File: src/rtl/rv32i_lsu_pkg.sv
// Shared types and helpers for the RV32I load/store unit.
package lsu_pkg;

  typedef enum logic [1:0] {BYTE = 2'd0, HALF = 2'd1, WORD = 2'd2, DWORD = 2'd3} lsu_size_e;

  typedef enum logic [1:0] {IDLE = 2'd0, BUS = 2'd1, RESP = 2'd2} lsu_state_e;

  // Byte-enable pattern for an access at lane offset 0.
  function automatic logic [7:0] size_be_mask(lsu_size_e size);
    case (size)
      BYTE:    return 8'h01;
      HALF:    return 8'h03;
      WORD:    return 8'h0F;
      default: return 8'hFF;
    endcase
  endfunction

endpackage

File: src/rtl/rv32i_lsu_if.sv
// Core request/response and data-bus signals of the load/store unit.
interface rv32i_lsu_if
  import lsu_pkg::*;
#(
  parameter int unsigned ADDR_W = 32,
  parameter int unsigned DATA_W = 32
);
  logic                  req_valid;
  logic                  req_ready;
  logic                  req_we;
  logic [ADDR_W-1:0]     req_addr;
  lsu_size_e             req_size;
  logic                  req_unsigned;
  logic [DATA_W-1:0]     req_wdata;
  logic                  rsp_valid;
  logic [DATA_W-1:0]     rsp_rdata;
  logic                  rsp_err;
  logic                  busReq;
  logic                  busReady;
  logic                  busWe;
  logic [ADDR_W-1:0]     busAddr;
  logic [DATA_W-1:0]     busWData;
  logic [DATA_W/8-1:0]   Byte_Enable;
  logic [DATA_W-1:0]     busRData;

  modport slave (
    input  req_valid, req_we, req_addr, req_size, req_unsigned, req_wdata, busReady, busRData,
    output req_ready, rsp_valid, rsp_rdata, rsp_err, busReq, busWe, busAddr, busWData,
           Byte_Enable
  );

  modport master (
    output req_valid, req_we, req_addr, req_size, req_unsigned, req_wdata, busReady, busRData,
    input  req_ready, rsp_valid, rsp_rdata, rsp_err, busReq, busWe, busAddr, busWData,
           Byte_Enable
  );

endinterface

File: src/rtl/lsu_lane_align.sv
// Combinational byte-lane steering: store replication, byte enables, load shift/extend.
module lsu_lane_align
  import lsu_pkg::*;
#(
  parameter  int unsigned DATA_W = 32,
  localparam int unsigned NB     = DATA_W / 8,
  localparam int unsigned OFF_W  = $clog2(NB)
) (
  input  logic [OFF_W-1:0]  off,
  input  lsu_size_e         size,
  input  logic              is_unsigned,
  input  logic [DATA_W-1:0] wdata,
  input  logic [DATA_W-1:0] rdata,
  output logic [NB-1:0]     be,
  output logic [DATA_W-1:0] wdata_rep,
  output logic [DATA_W-1:0] ld_data
);

  logic [DATA_W-1:0] shifted;
  logic [DATA_W-1:0] keep;
  logic              sgn;

  always_comb begin
    be = NB'(size_be_mask(size)) << off;

    case (size)
      BYTE:    wdata_rep = {NB{wdata[7:0]}};
      HALF:    wdata_rep = {(NB/2){wdata[15:0]}};
      WORD:    wdata_rep = {(NB/4){wdata[31:0]}};
      default: wdata_rep = wdata;
    endcase

    shifted = rdata >> {off, 3'b000};
    // Full-width accesses keep every bit, so the fill value never reaches the result.
    case (size)
      BYTE: begin
        keep = DATA_W'(8'hFF);
        sgn  = shifted[7];
      end
      HALF: begin
        keep = DATA_W'(16'hFFFF);
        sgn  = shifted[15];
      end
      WORD: begin
        keep = DATA_W'(32'hFFFF_FFFF);
        sgn  = shifted[31];
      end
      default: begin
        keep = '1;
        sgn  = shifted[DATA_W-1];
      end
    endcase
    ld_data = (shifted & keep) | (~keep & {DATA_W{sgn & ~is_unsigned}});
  end

endmodule

File: src/rtl/rv32i_lsu.sv
// Load/store unit: valid/ready core request, wait-state tolerant bus access with timeout.
module rv32i_lsu
  import lsu_pkg::*;
#(
  parameter int unsigned ADDR_W  = 32,
  parameter int unsigned DATA_W  = 32,
  parameter int unsigned TIMEOUT = 255
) (
  input  logic        clk,
  input  logic        reset,
  rv32i_lsu_if.slave  port
);

  localparam int unsigned NB    = DATA_W / 8;
  localparam int unsigned OFF_W = $clog2(NB);

  lsu_state_e        state_q;
  logic [15:0]       cnt_q;
  logic              we_q;
  logic [ADDR_W-1:0] addr_q;
  lsu_size_e         size_q;
  logic              uns_q;
  logic [DATA_W-1:0] wdata_q;
  logic              req_ready_q;
  logic              rsp_valid_q;
  logic              rsp_err_q;
  logic [DATA_W-1:0] rsp_rdata_q;

  logic [2:0]        mis_mask;
  logic              bad_req;
  logic              in_bus;
  logic [NB-1:0]     al_be;
  logic [DATA_W-1:0] al_wdata;
  logic [DATA_W-1:0] al_ld;

  always_comb begin
    case (port.req_size)
      BYTE:    mis_mask = 3'b000;
      HALF:    mis_mask = 3'b001;
      WORD:    mis_mask = 3'b011;
      default: mis_mask = 3'b111;
    endcase
    bad_req = ((port.req_size == DWORD) && (DATA_W == 32)) ||
              ((port.req_addr[2:0] & mis_mask) != 3'b000);
  end

  lsu_lane_align #(
    .DATA_W (DATA_W)
  ) u_align (
    .off         (addr_q[OFF_W-1:0]),
    .size        (size_q),
    .is_unsigned (uns_q),
    .wdata       (wdata_q),
    .rdata       (port.busRData),
    .be          (al_be),
    .wdata_rep   (al_wdata),
    .ld_data     (al_ld)
  );

  // Bus outputs are decoded from registered state so reset clears them asynchronously.
  assign in_bus           = (state_q == BUS);
  assign port.busReq      = in_bus;
  assign port.busWe       = in_bus & we_q;
  assign port.busAddr     = in_bus ? {addr_q[ADDR_W-1:OFF_W], {OFF_W{1'b0}}} : '0;
  assign port.busWData    = in_bus ? al_wdata : '0;
  assign port.Byte_Enable = in_bus ? al_be : '0;
  assign port.req_ready   = req_ready_q;
  assign port.rsp_valid   = rsp_valid_q;
  assign port.rsp_err     = rsp_err_q;
  assign port.rsp_rdata   = rsp_rdata_q;

  always_ff @(posedge clk or negedge reset) begin
    if (!reset) begin
      state_q     <= IDLE;
      cnt_q       <= '0;
      we_q        <= 1'b0;
      addr_q      <= '0;
      size_q      <= BYTE;
      uns_q       <= 1'b0;
      wdata_q     <= '0;
      req_ready_q <= 1'b0;
      rsp_valid_q <= 1'b0;
      rsp_err_q   <= 1'b0;
      rsp_rdata_q <= '0;
    end else begin
      unique case (state_q)
        IDLE: begin
          if (req_ready_q && port.req_valid) begin
            we_q        <= port.req_we;
            addr_q      <= port.req_addr;
            size_q      <= port.req_size;
            uns_q       <= port.req_unsigned;
            wdata_q     <= port.req_wdata;
            cnt_q       <= '0;
            req_ready_q <= 1'b0;
            if (bad_req) begin
              state_q     <= RESP;
              rsp_valid_q <= 1'b1;
              rsp_err_q   <= 1'b1;
              rsp_rdata_q <= '0;
            end else begin
              state_q <= BUS;
            end
          end else begin
            req_ready_q <= 1'b1;
          end
        end
        BUS: begin
          // Completion takes priority over a timeout in the same cycle.
          if (port.busReady) begin
            state_q     <= RESP;
            rsp_valid_q <= 1'b1;
            rsp_err_q   <= 1'b0;
            rsp_rdata_q <= we_q ? '0 : al_ld;
          end else if (cnt_q == 16'(TIMEOUT)) begin
            state_q     <= RESP;
            rsp_valid_q <= 1'b1;
            rsp_err_q   <= 1'b1;
            rsp_rdata_q <= '0;
          end else begin
            cnt_q <= cnt_q + 16'd1;
          end
        end
        RESP: begin
          state_q     <= IDLE;
          rsp_valid_q <= 1'b0;
          rsp_err_q   <= 1'b0;
          rsp_rdata_q <= '0;
          req_ready_q <= 1'b1;
        end
        default: state_q <= IDLE;
      endcase
    end
  end

endmodule

File: src/flat_wrapper.sv
// flat-port wrapper written by rule: the top's interface ports become plain ports
module rv32i_lsu_flat import lsu_pkg::*;
#(
  parameter int unsigned ADDR_W  = 32,
  parameter int unsigned DATA_W  = 32,
  parameter int unsigned TIMEOUT = 255
)
  (clk, reset, port_req_valid, port_req_we, port_req_addr, port_req_size, port_req_unsigned, port_req_wdata, port_busReady, port_busRData, port_req_ready, port_rsp_valid, port_rsp_rdata, port_rsp_err, port_busReq, port_busWe, port_busAddr, port_busWData, port_Byte_Enable);
  rv32i_lsu_if #(.ADDR_W(ADDR_W), .DATA_W(DATA_W)) port_i ();
  input  logic clk;
  input  logic reset;
  input wire logic [$bits(port_i.req_valid)-1:0] port_req_valid;
  input wire logic [$bits(port_i.req_we)-1:0] port_req_we;
  input wire logic [$bits(port_i.req_addr)-1:0] port_req_addr;
  input wire logic [$bits(port_i.req_size)-1:0] port_req_size;
  input wire logic [$bits(port_i.req_unsigned)-1:0] port_req_unsigned;
  input wire logic [$bits(port_i.req_wdata)-1:0] port_req_wdata;
  input wire logic [$bits(port_i.busReady)-1:0] port_busReady;
  input wire logic [$bits(port_i.busRData)-1:0] port_busRData;
  output wire logic [$bits(port_i.req_ready)-1:0] port_req_ready;
  output wire logic [$bits(port_i.rsp_valid)-1:0] port_rsp_valid;
  output wire logic [$bits(port_i.rsp_rdata)-1:0] port_rsp_rdata;
  output wire logic [$bits(port_i.rsp_err)-1:0] port_rsp_err;
  output wire logic [$bits(port_i.busReq)-1:0] port_busReq;
  output wire logic [$bits(port_i.busWe)-1:0] port_busWe;
  output wire logic [$bits(port_i.busAddr)-1:0] port_busAddr;
  output wire logic [$bits(port_i.busWData)-1:0] port_busWData;
  output wire logic [$bits(port_i.Byte_Enable)-1:0] port_Byte_Enable;
  assign port_i.req_valid = port_req_valid;
  assign port_i.req_we = port_req_we;
  assign port_i.req_addr = port_req_addr;
  assign port_i.req_size = port_req_size;
  assign port_i.req_unsigned = port_req_unsigned;
  assign port_i.req_wdata = port_req_wdata;
  assign port_i.busReady = port_busReady;
  assign port_i.busRData = port_busRData;
  assign port_req_ready = port_i.req_ready;
  assign port_rsp_valid = port_i.rsp_valid;
  assign port_rsp_rdata = port_i.rsp_rdata;
  assign port_rsp_err = port_i.rsp_err;
  assign port_busReq = port_i.busReq;
  assign port_busWe = port_i.busWe;
  assign port_busAddr = port_i.busAddr;
  assign port_busWData = port_i.busWData;
  assign port_Byte_Enable = port_i.Byte_Enable;
  rv32i_lsu #(.ADDR_W(ADDR_W), .DATA_W(DATA_W), .TIMEOUT(TIMEOUT)) u_core (.clk(clk), .reset(reset), .port(port_i));
endmodule
File: config.mk
export PLATFORM = sky130hd
export DESIGN_NAME = rv32i_lsu_flat
export DESIGN_NICKNAME = d
export VERILOG_FILES = /design/src/rtl/rv32i_lsu_pkg.sv /design/src/rtl/rv32i_lsu_if.sv /design/src/rtl/lsu_lane_align.sv /design/src/rtl/rv32i_lsu.sv /design/src/flat_wrapper.sv
export SDC_FILE = /design/constraint.sdc
export NUM_CORES = 1
export LEC_CHECK = 0
export BUFFER_PORTS_ARGS = -buffer_cell sky130_fd_sc_hd__buf_2
export CAP_MARGIN = 20
export CORE_ASPECT_RATIO = 1.2
export CORE_MARGIN = 4
export CORE_UTILIZATION = 57
export CTS_BUF_LIST = sky130_fd_sc_hd__clkbuf_2 sky130_fd_sc_hd__clkbuf_4 sky130_fd_sc_hd__clkbuf_8
export CTS_CLUSTER_SIZE = 20
export DETAILED_ROUTE_END_ITERATION = 8
export PLACE_DENSITY_LB_ADDON = 0.15
export SLEW_MARGIN = 20
export SYNTH_ARGS = -nofsm -noshare
export SYNTH_HDL_FRONTEND = slang
export SYNTH_SLANG_ARGS = --single-unit
File: constraint.sdc
create_clock -name clk -period 4.85 [get_ports clk]
set_clock_uncertainty 0.2 [all_clocks]
set_input_delay 0.2425 -clock clk [delete_from_list [all_inputs] [get_ports clk]]
set_output_delay 0.2425 -clock clk [all_outputs]
set_load 0.01 [all_outputs]
==> results.yml <==
critical_path:
  r2r_cells: 5
  critPathRequiredTime_ns: 4.41
  reg2reg_from: "u_core.state_q[1]"
  crit_chain: "nand2b_1 -> inv_2 -> o21ai_0 -> nor2_1 -> buf_2"
  max_stage_delay_ns: 0.78
  cp.arrival_ns: 2.86
  critPathMaxFanout: 44
  reg2reg_setup_slack_ns: 1.64
  startpoint_type: "register"
  critical_path_class: "register to primary output"
  r2r-end: "u_core.port.rsp_rdata[13]"
  cpMaxStageDelayCell: "inv_2"
  end_kind: "primary output"
synth:
  synth_top_area_share: 0.484
  syn-instance-count: 713
  ys_types: 52
  synthTopCellsByCount: "241 x nand2_1, 121 x dfrtp_1, 40 x and2_1"
  ys_warn_count: 0
  synth_area_leader_cell: "dfrtp_1"
  synth_area_per_cell_um2: 8.78
  synth_most_common_cell: "nand2_1"
  ys_ff_latch: 121
  async_flop_share: 1.00
  synth-main-ff-cell: "dfrtp_1"
  syn_area_um2: 6260
  synth_edf_count: 0
  synth_area_leaders: "dfrtp_1 48%, nand2_1 14%, mux2_2 4.1%"
  ys_seq_area_frac: 0.484
global_routing:
  antenna_found_initial: 1
  grt_max_degree: 74
  grt_pass1_wl_mm: 33.0
  overflow: 0
  track_usage: 0.323
  first_global_vias: 6541
detailed_routing:
  post_drt_wl_per_cell_um: 18.4
  routed_wl_mm: 20.3
  drtIter0Drc: 538
  antenna_left: 0
  first_pass_iters: 5
  route.detailed.drc: 0
  viasPerCell: 5.86
  vias: 6479
pwr:
  vdd_drop_max_mv: 0.359
  leakagePower_nw: 4.48
  p_per_area_nw_per_um2: 529
cells_and_area:
  utilization: 0.789
  layout-drive-gt1-share: 0.286
  area_growth_syn_to_layout_pct: 33.9
  final_nets: 1069
placed_design:
  port-buffer-count: 206
  gp_congestion: 0.896
  hpwlAfterDp_mm: 12.5
sta:
  max_clock_freq_ghz: 0.303
  fin_crit_sh: 0.681
  drv_slew: 0
  finalSetupViolations: 0
  setup_tns_ns: 0
  maxSlewHeadroom: 0.271
  finalHoldViolCount: 0
  grt_setup_unrepaired: "false"
  tightestPinTransition_ns: 1.09
  period_minus_slack_ns: 3.30
  holdWs_ns: 0.0218
clock_tree:
  postCtsSetupBuffers: 0
  cts.clk_slew.worst_paths_ns: 0.07
  ctsLongestPathBuffers: 2
  clk_latency_ns: 0.43
  post_cts_resized: 0
  hold_buffers: 70
  cts_max_level: 4
  clock-sinks: 121
  cts_made_buffers: 17
  cts_tree: "yes"
  clockRootBuffer: "clkbuf_8"
min_path:
  worst_hold_path.endpoint: "u_core.port.rsp_rdata[4]"
  hp-class: "input port to register"
  min_path_cells: 4
  hold_path_startpoint: "port_busRData[4]"
floorplan:
  initial_core_util: 0.589
  coreArea_um2: 10600
  die_area_um2: 12700
  die_w_um: 104
  fp-row-count: 41
  io_pins: 209
  die_y_um: 123
status:
  status: "complete, no violations"
flow_run:
  drv_cap: 0
-- critical path, delay by kind of cell (launching register included) --
family	cells	cell delay, ns
AO/OA/AOI/OAI	1	0.24
AND/OR/NAND/NOR	2	0.72
flip-flops	1	0.51
buffers and inverters	2	0.94
-- layer usage --
metal | up-vias | share of wire | track usage
li1 | 2932 | - | -
met1 | 3144 | 0.38 | 0.387
met2 | 329 | 0.50 | 0.553
met3 | 74 | 0.074 | 0.0815
met4 | 0 | 0.039 | 0.153
met5 | - | 0 | 0
-- power by group --
group          switching [mW]  total (mW)  internal, mW
logic                    1.11        1.84         0.732
clock network           0.418       0.851         0.434
registers               0.368        1.74          1.37
total                    1.89        4.43          2.54
-- stage by stage --
| stage | instances | power [mW] | setup WS (ns) | area [um2] |
|---|---|---|---|---|
| after global routing | 1106 | 4.71 | 1.27 | 8380 |
| after detailed placement | 1004 | 3.45 | 1.69 | 7300 |
| after global placement | 1004 | 3.38 | 1.76 | 7300 |
| after CTS | 1105 | 4.34 | 1.56 | 8370 |
| after floorplan | 714 | 2.88 | 2.50 | 6260 |
| final | 1106 | 4.43 | 1.55 | 8380 |
-- cells in the final DEF (no fill, tap or decap), types with 4 or more instances in the layout --
master / instances
nand2_1: 241
dlygate4sd3_1: 70
buf_4: 7
or3_1: 4
nor2_1: 30
or4_1: 11
a221o_1: 8
a21oi_1: 39
clkbuf_8: 19
o21ai_0: 27
dfrtp_1: 120
o31ai_1: 10
a22o_1: 9
buf_2: 205
mux2_2: 23
and3_1: 4
clkinv_2: 4
clkinvlp_4: 4
a211o_1: 8
mux2i_1: 25
and2_1: 40
nand3_1: 13
a22oi_1: 7
-- state kept, by name, indices dropped and copies added, names as in the netlist --
| register | cells |
|---|---|
| u_core.port.rsp_valid | 1 |
| u_core.port.rsp_err | 1 |
| u_core.addr_q | 32 |
| u_core.size_q | 2 |
| u_core.port.req_ready | 1 |
| u_core.we_q | 1 |
| u_core.state_q | 2 |
| u_core.port.rsp_rdata | 32 |
| u_core.cnt_q | 16 |
| u_core.wdata_q | 32 |
| u_core.uns_q | 1 |
-- final cells by class --
cell class	count	area, um2
Tap cell	129	161
Multi-Input combinational cell	537	3020
Timing Repair Buffer	282	1780
Clock buffer	20	269
Sequential cell	121	3030
Inverter	5	18.8
Antenna cell	1	2.50
Clock inverter	11	97.6
Fill cell	680	2240
-- worst max-delay path by stage --
stage	start	end	slack, ns	depth (start not counted)
CTS	u_core.state_q[1]	port_Byte_Enable[1]	1.56	5
global route	u_core.state_q[1]	port_Byte_Enable[1]	1.27	5
detailed placement	u_core.state_q[1]	u_core.port.rsp_rdata[13]	1.69	5
finish	u_core.state_q[0]	port_Byte_Enable[1]	1.55	5
floorplan	u_core.addr_q[0]	port_Byte_Enable[2]	2.50	6
global placement	u_core.state_q[1]	u_core.port.rsp_rdata[14]	1.76	5
-- logic make-up (layout without fill, tap and decap cells) --
logic type / after synthesis / count (layout) / synth area share
simple gates: 364 / 364 / 0.259
other cells: 1 / 3 / 0.000599
flops: 121 / 121 / 0.484
buf+inv: 56 / 318 / 0.0378
mux: 50 / 50 / 0.0885
fa+ha+maj: 1 / 1 / 0.00200
compound gates: 120 / 120 / 0.129
Note: power is estimated with default switching activity, not from simulation.
